$ cat src/rtl/countdown_timer.sv
// Loadable BCD HH:MM:SS countdown timer with expiry flag and load validation.
// Optional periodic mode: define COUNTDOWN_AUTO_RELOAD_EN to reload at zero instead of stopping.
module countdown_timer #(
    parameter int unsigned HR_MAX = 23
) (
    input  logic       clk_1Hz,
    input  logic       reset,
    input  logic       load,
    input  logic       start,
    input  logic       pause,
    input  logic [3:0] set_msb_hr,
    input  logic [3:0] set_lsb_hr,
    input  logic [3:0] set_msb_min,
    input  logic [3:0] set_lsb_min,
    input  logic [3:0] set_msb_sec,
    input  logic [3:0] set_lsb_sec,
    output logic [3:0] msb_hr,
    output logic [3:0] lsb_hr,
    output logic [3:0] msb_min,
    output logic [3:0] lsb_min,
    output logic [3:0] msb_sec,
    output logic [3:0] lsb_sec,
    output logic       running,
    output logic       expired,
    output logic       done,
    output logic       load_err
);

    typedef enum logic [1:0] {IDLE, RUN, PAUSE, DONE} state_t;

    state_t      state, state_nx;
    logic [23:0] cnt, cnt_nx, reload, reload_nx, cnt_dec, set_val;
    logic [7:0]  hr_val;
    logic        done_nx, err_nx, load_ok, is_zero, at_one;

    // Subtract one second; digit order is {hr10, hr1, min10, min1, sec10, sec1}.
    function automatic logic [23:0] bcd_dec(input logic [23:0] v);
        logic [23:0] r;
        logic        b;
        r = v;
        b = 1'b1;
        for (int i = 0; i < 6; i++) begin
            if (b) begin
                if (v[i*4 +: 4] == 4'd0) begin
                    r[i*4 +: 4] = (i == 1 || i == 3) ? 4'd5 : 4'd9;
                end else begin
                    r[i*4 +: 4] = v[i*4 +: 4] - 4'd1;
                    b = 1'b0;
                end
            end
        end
        return r;
    endfunction

    assign set_val = {set_msb_hr, set_lsb_hr, set_msb_min, set_lsb_min, set_msb_sec, set_lsb_sec};
    assign hr_val  = {4'd0, set_msb_hr} * 8'd10 + {4'd0, set_lsb_hr};
    assign load_ok = (set_lsb_sec <= 4'd9) && (set_msb_sec <= 4'd5) &&
                     (set_lsb_min <= 4'd9) && (set_msb_min <= 4'd5) &&
                     (set_lsb_hr  <= 4'd9) && (hr_val <= HR_MAX[7:0]);
    assign is_zero = (cnt == 24'h000000);
    assign at_one  = (cnt == 24'h000001);
    assign cnt_dec = bcd_dec(cnt);

    always_ff @(posedge clk_1Hz or posedge reset) begin
        if (reset) begin
            state    <= IDLE;
            cnt      <= '0;
            reload   <= '0;
            done     <= 1'b0;
            load_err <= 1'b0;
        end else begin
            state    <= state_nx;
            cnt      <= cnt_nx;
            reload   <= reload_nx;
            done     <= done_nx;
            load_err <= err_nx;
        end
    end

    always_comb begin
        state_nx  = state;
        cnt_nx    = cnt;
        reload_nx = reload;
        done_nx   = 1'b0;
        err_nx    = 1'b0;
        if (load) begin
            if (load_ok) begin
                cnt_nx    = set_val;
                reload_nx = set_val;
                state_nx  = IDLE;
            end else begin
                err_nx = 1'b1;
            end
        end else begin
            case (state)
                IDLE: if (!pause && start && !is_zero) state_nx = RUN;
                RUN: begin
                    if (pause) begin
                        state_nx = PAUSE;
                    end else if (is_zero) begin
`ifdef COUNTDOWN_AUTO_RELOAD_EN
                        // Zero was shown for one cycle after done; now restart the period.
                        cnt_nx = reload;
`else
                        state_nx = DONE;
`endif
                    end else if (at_one) begin
                        cnt_nx  = '0;
                        done_nx = 1'b1;
`ifdef COUNTDOWN_AUTO_RELOAD_EN
                        if (reload == 24'h000000) state_nx = DONE;
`else
                        state_nx = DONE;
`endif
                    end else begin
                        cnt_nx = cnt_dec;
                    end
                end
                PAUSE: if (!pause && start && !is_zero) state_nx = RUN;
                default: ;
            endcase
        end
    end

    assign {msb_hr, lsb_hr, msb_min, lsb_min, msb_sec, lsb_sec} = cnt;
    assign running = (state == RUN);
    assign expired = (state == DONE);

endmodule

$ cat config.mk
export PLATFORM = sky130hd
export DESIGN_NAME = countdown_timer
export DESIGN_NICKNAME = d
export VERILOG_FILES = /design/src/rtl/countdown_timer.sv
export SDC_FILE = /design/constraint.sdc
export NUM_CORES = 1
export LEC_CHECK = 0
export CAP_MARGIN = 25
export CORE_UTILIZATION = 49
export DETAILED_ROUTE_END_ITERATION = 10
export PLACE_DENSITY = 0.8
export SLEW_MARGIN = 40
export SYNTH_ARGS = -nofsm -noshare
export SYNTH_HDL_FRONTEND = slang
export SYNTH_SLANG_ARGS = --single-unit
$ cat constraint.sdc
create_clock -name clk_1Hz -period 3.3 [get_ports clk_1Hz]
set_clock_uncertainty 0.05 [all_clocks]
set_input_delay 0.33 -clock clk_1Hz [delete_from_list [all_inputs] [get_ports clk_1Hz]]
set_output_delay 0.33 -clock clk_1Hz [all_outputs]
set_load 0.05 [all_outputs]
Word-level counts from Yosys, hierarchy flattened. Index checks and enable logic that the tools add are counted.

Order comparisons: 6. Multipliers: 1. Add/subtract/negate cells: 7. Eq/ne operators: 9. Reductions and logical operators: 32. Muxes and demuxes: 40.

Operators with widths (count): 2-to-1 mux 24 bit (6); 2-to-1 mux 4 bit (11); AND reduction 5 bit (5); equality test 24 x 1 -> 1 bit, second input constant (1); logical NOT 24 bit (1); logical NOT 4 bit (6); subtractor 4 x 1 -> 4 bit, second input constant (6); nonzero test 3 bit (6); 2-to-1 mux 1 bit (16); less-or-equal comparator 4 bit, second input constant (3); 2-to-1 mux 2 bit (6); adder 8 x 4 -> 8 bit (1); less-or-equal comparator 4 x 3 -> 1 bit, second input constant (2); less-or-equal comparator 8 x 5 -> 1 bit, second input constant (1); AND reduction 4 bit (2); logical AND 1 bit (7); multiplier 4 x 3 -> 7 bit, second input constant (1); != test 5 x 3 -> 1 bit, second input constant (1); equality test 2 bit, second input constant (2); != test 2 bit, second input constant (2); case mux 2 bit (2 select lines) (1); != test 3 x 1 -> 1 bit, second input constant (1); equality test 2 x 1 -> 1 bit, second input constant (1); logical NOT 1 bit (2); other kinds (4) (4).

Word-level logic and storage cells: 104. Output and inout bits: 28. Bits in registers: 28.

Depth between registers and ports, before layout. Gate-level depths: netlist (run 1).

Word-level depth: 12. Gate-level depth with buffers: 10.

Least setup slack after synthesis (run 1). OpenSTA, ideal clock, no wires.

Kind: in2reg. Start: input set_msb_hr[1]. End: register cnt[11]. Arrival time: 2.908 ns. Slack: 0.217 ns. Cell stages on the path: 9. Setup time: 0.125 ns. Data required time: 3.125 ns. Cells stage by stage: ha_1 ha_1 fa_1 a31o_2 a2111oi_0 nand4_1 clkbuf_8 o21ai_4 mux2_4.

Cells in the longest elaborated chain, start to end: 6.

Ends and longest elaborated chain: start, declared (line 11) `input logic [3:0] set_msb_hr,`; multiplier 4 x 3 -> 7 bit (line 56) `assign hr_val = {4'd0, set_msb_hr} * 8'd10 + {4'd0, set_lsb_hr};`; adder 8 x 4 -> 8 bit (line 56); less-or-equal comparator 8 x 5 -> 1 bit (line 59) `(set_lsb_hr <= 4'd9) && (hr_val <= HR_MAX[7:0]);`; logical AND 1 bit (line 59); != test 2 x 1 -> 1 bit (no line); AND reduction 5 bit (no line); end signal, assigned (line 73) `cnt <= cnt_nx;`; end, declared (line 32) `logic [23:0] cnt, cnt_nx, reload, reload_nx, cnt_dec, set_val;`.

Every way passes these cells. A chain may end at the register's enable or synchronous reset.

Worst setup path after layout (run 1).
Start: input set_msb_hr[1]. End: register cnt[21].

Cells in the longest elaborated chain, start to end: 6. Elaborated cells between the ends (all ways): 8.

Ends and longest elaborated chain (line): multiplier 4 x 3 -> 7 bit (56); adder 8 x 4 -> 8 bit (56); less-or-equal comparator 8 x 5 -> 1 bit (59); logical AND 1 bit (59); != test 2 x 1 -> 1 bit (no line); AND reduction 5 bit (no line).

Several ways; a longest one is shown, not always the timed one. The select of a mux whose other input is x is not followed.

==> flow_metrics.env, run 1 <==
export IMPL_status="finished clean"
export IMPL_tightestPinTransition_ps=619.2
export IMPL_clockBufferDepth=2
export IMPL_synthTopCellsByCount="dfrtp_1, o21ai_0, nand2_1"
export IMPL_holdCritPathClass="in2async"
export IMPL_yosysTopAreaCell="dfrtp_1"
export IMPL_ff_latch_area_sq_um=700.7
export IMPL_ir_drop_v=0.0004260
export IMPL_final_nets=348
export IMPL_met1Wirelength_mm=2.512
export IMPL_avgRoutedWirePerCell_um=15.83
export IMPL_hold_ws_ps=388.3
export IMPL_wl_met3_um=323
export IMPL_area_growth_pct=33.64
export IMPL_hold_viol=0
export IMPL_combPwrFrac_pct=47.7
export IMPL_die_y_um=68.93
export IMPL_cts_setup_buffers=0
export IMPL_ys_ff_latch=28
export IMPL_finalSetupViolations=0
export IMPL_cts_resized_gates=0
export IMPL_fp_coreArea_sq_um=4144
export IMPL_htree_levels=1
export IMPL_grt_pass1_vias=1930
export IMPL_drtIter0Drc=183
export IMPL_path_buf_inv=2
export IMPL_synth_edf_count=0
export IMPL_fmax_mhz=321.6
export IMPL_dp_hpwl_mm=4.329
export IMPL_n_antenna_cell=0
export IMPL_leakage_uw=0.001281
export IMPL_path_delay_family="adder cells"
export IMPL_p_sw_share_pct=42.46
export IMPL_antenna_found_initial=0
export IMPL_synthAdderAreaFrac_pct=5.815
export IMPL_die_area_sq_um=4751
export IMPL_num_rows=23
export IMPL_hold_buffers=0
export IMPL_synth_flop_cell="dfrtp_1"
export IMPL_slowest_stage="or4_1"
export IMPL_power_uw=1339
export IMPL_worstSetupPathType="in2reg"
export IMPL_drive_gt1_share_pct=16.50
export IMPL_ys_async_sr_fraction_pct=100.0
export IMPL_drv_cap=0
export IMPL_synth_nets=277
export IMPL_io_buffers=56
export IMPL_synth_simple_area_share_pct=19.50
export IMPL_synth_cell_area_sq_um=2195
export IMPL_drc_errors=0
export IMPL_maxSlewViolCount=0
export IMPL_start_util_pct=52.96
export IMPL_grt_start_max_net_pins=29
export IMPL_wirelength_mm=5.682
export IMPL_cts_sinks=28
export IMPL_cts_tree="done"
export IMPL_cp_required_ps=3420
export IMPL_cts_buffers=3
export IMPL_yosys_mux_area_fraction_pct=10.78
export IMPL_ios=57
export IMPL_pwr_density_cell_nw_per_um2=456.6
export IMPL_overflow=0
export IMPL_synth_area_leaders="dfrtp_1, mux2_4, o21ai_0, mux2i_1, ha_1"
export IMPL_crit_arrival_ps=3230
export IMPL_synth_xor_xnor_area_share_pct=2.395
export IMPL_gp_congestion=0.8942
export IMPL_nFillCells=348
export IMPL_place_area_sq_um=2878
export IMPL_clockPowerShare_pct=16.2
export IMPL_ant_nets=0
export IMPL_vias=2107
export IMPL_clkLatencyLatePin_ps=280
export IMPL_switchingPower_uw=568.7
export IMPL_grt_pass1_wl_mm=9.066
export IMPL_max_stage_delay_ps=460
export IMPL_fin_util_pct=70.77
export IMPL_grtUsageTotal_pct=25.62
export IMPL_yosysSeqAreaShare_pct=31.93
export IMPL_synth_top_family_by_area="compound AO/OA/AOI/OAI gates"
export IMPL_critPathCaptureType="flip-flop"
export IMPL_synth_top_area_share_pct=31.93
export IMPL_synth_cell_type_count=55
export IMPL_via_per_inst=5.869
export IMPL_worst_slack_ps=190.2
export IMPL_final_min_clock_period_ps=3110
export IMPL_crit_path_frequent_cell="ha_1"
export IMPL_root_buffer="clkbuf_8"
export IMPL_p_int_uw=770.5
export IMPL_synth_compound_area_share_pct=23.60
export IMPL_power_frac_seq_pct=36.1
export IMPL_start_kind="primary input"
export IMPL_rsz0062_at_grt="no"
export IMPL_fin_crit_sh_pct=94.24
export IMPL_syn_inst=239
export IMPL_design_area_sq_um=2933
export IMPL_clk_pin_slew_worst_paths_ps=100
export IMPL_fp_dieW_um=68.93
export IMPL_firstDrtPassIters=4
export IMPL_top_layer_used="met4"
export IMPL_crit_chain="clkdlybuf4s50_1 -> ha_1 -> ha_1 -> fa_1 -> xor2_1 -> or4_1 -> o211ai_1 -> nand4_1 -> buf_4 -> o21ai_4 -> mux2_4"
export IMPL_slew_headroom_pct=58.34
export IMPL_yosys_warnings=0
export IMPL_synthMostInstantiatedCell="dfrtp_1"
export IMPL_dpl_worst_slack_ps=-117.6
export IMPL_avgSynthCellArea_sq_um=9.182
export IMPL_worst_path_max_fanout=5
export IMPL_met2WireLength_mm=2.814
export IMPL_multiInputGateArea_sq_um=1363
-- metal layers --
metal	global-route usage, %	up-vias
met3	3.783	4
met1	34.11	1001
met2	44.30	75
met4	4.082	0
met5	0	-
li1	-	1027
-- metrics by stage --
step / setup TNS (ps) / cells
after global routing: 0 / 359
final: 0 / 359
after detailed placement: -1358 / 355
after CTS: 0 / 359
after global placement: -785.4 / 355
after floorplan: 0 / 239
-- layout by cell type, fill, tap and decap left out, types with 2 or more instances in the layout --
cell             instances
clkdlybuf4s50_1         56
dfrtp_1                 28
o21ai_0                 23
nand2_1                 20
nor2_1                  18
buf_4                   18
inv_1                   14
a21oi_1                 13
mux2_4                   9
mux2i_1                  9
nand3_1                  8
ha_1                     7
nor3_1                   6
nand4_1                  5
nor4_1                   4
xnor2_1                  4
clkbuf_8                 4
or4_1                    3
o31ai_1                  3
o21ai_4                  3
a211oi_1                 3
a211o_1                  3
a2bb2oi_1                3
or4_4                    2
nor2b_1                  2
a21o_1                   2
xor2_1                   2
o211ai_1                 2
a31oi_1                  2
nand2_4                  2
nand2_2                  2
o21a_1                   2
o221ai_1                 2
o31a_1                   2
fa_1                     2
-- sequential cells by signal, summed over array words and instances (netlist names) --
register	count
state	2
cnt	24
load_err	1
done	1
-- kinds of logic (layout without fill, tap and decap cells) --
| kind of cell | Yosys count | after routing |
|---|---|---|
| DFF | 28 | 28 |
| xor gates and xnor gates | 6 | 6 |
| buffers and inverters | 23 | 93 |
| muxes | 19 | 19 |
| adders and majority gates | 9 | 9 |
| AOI/OAI and AO/OA | 73 | 73 |
| and+or+nand+nor | 81 | 81 |
-- power groups by stage --
| stage | combinational (uW) | sequential (uW) | clock, uW |
|---|---|---|---|
| after floorplan | 289 | 616 | 0 |
| final | 639 | 484 | 216 |
| after detailed placement | 636 | 489 | 0 |
| after global routing | 685 | 497 | 231 |
| after global placement | 627 | 485 | 0 |
| after CTS | 641 | 483 | 221 |
-- worst reg2reg max path: cells and delay by family, from the launching register on --
kind | cells | cell delay, ps
multiplexers | 1 | 300
AO/OA/AOI/OAI | 1 | 100
flip-flops | 1 | 470
AND/OR/NAND/NOR | 4 | 1510
buffers and inverters | 1 | 210
-- path summary, 6_finish.rpt --
kind / start / end / slack [ps] / cells after the start
worst min register to register: state[1] / state[1] / 500 / 2
worst min-delay path: reset / cnt[22] / 390 / 2
min in group clk_1Hz: state[1] / state[1] / 500 / 2
max in group asynchronous: reset / state[0] / 2400 / 2
worst max register to register: cnt[8] / cnt[13] / 560 / 7
worst max-delay path: set_msb_hr[1] / cnt[21] / 190 / 11
-- area by class of cell --
cell class | count | area share [%]
timing repair buffer | 74 | 23.72
multi-input combinational | 188 | 46.46
sequential | 28 | 23.89
inverter | 15 | 1.920
tap | 50 | 2.133
clock buffer | 4 | 1.877
Power figures use the tool's default switching activity.
==> inputs of run 2 (changes only) <==
--- a/config.mk
+++ b/config.mk
@@ -5,9 +5,9 @@
 export SDC_FILE = /design/constraint.sdc
 export NUM_CORES = 1
 export LEC_CHECK = 0
-export CAP_MARGIN = 25
 export CORE_UTILIZATION = 49
 export DETAILED_ROUTE_END_ITERATION = 10
+export HOLD_SLACK_MARGIN = 0.02
 export PLACE_DENSITY = 0.8
 export SLEW_MARGIN = 40
 export SYNTH_ARGS = -nofsm -noshare
==> results of run 2 <==
The final DEF is identical to that of run 1; final timing and power are the same.
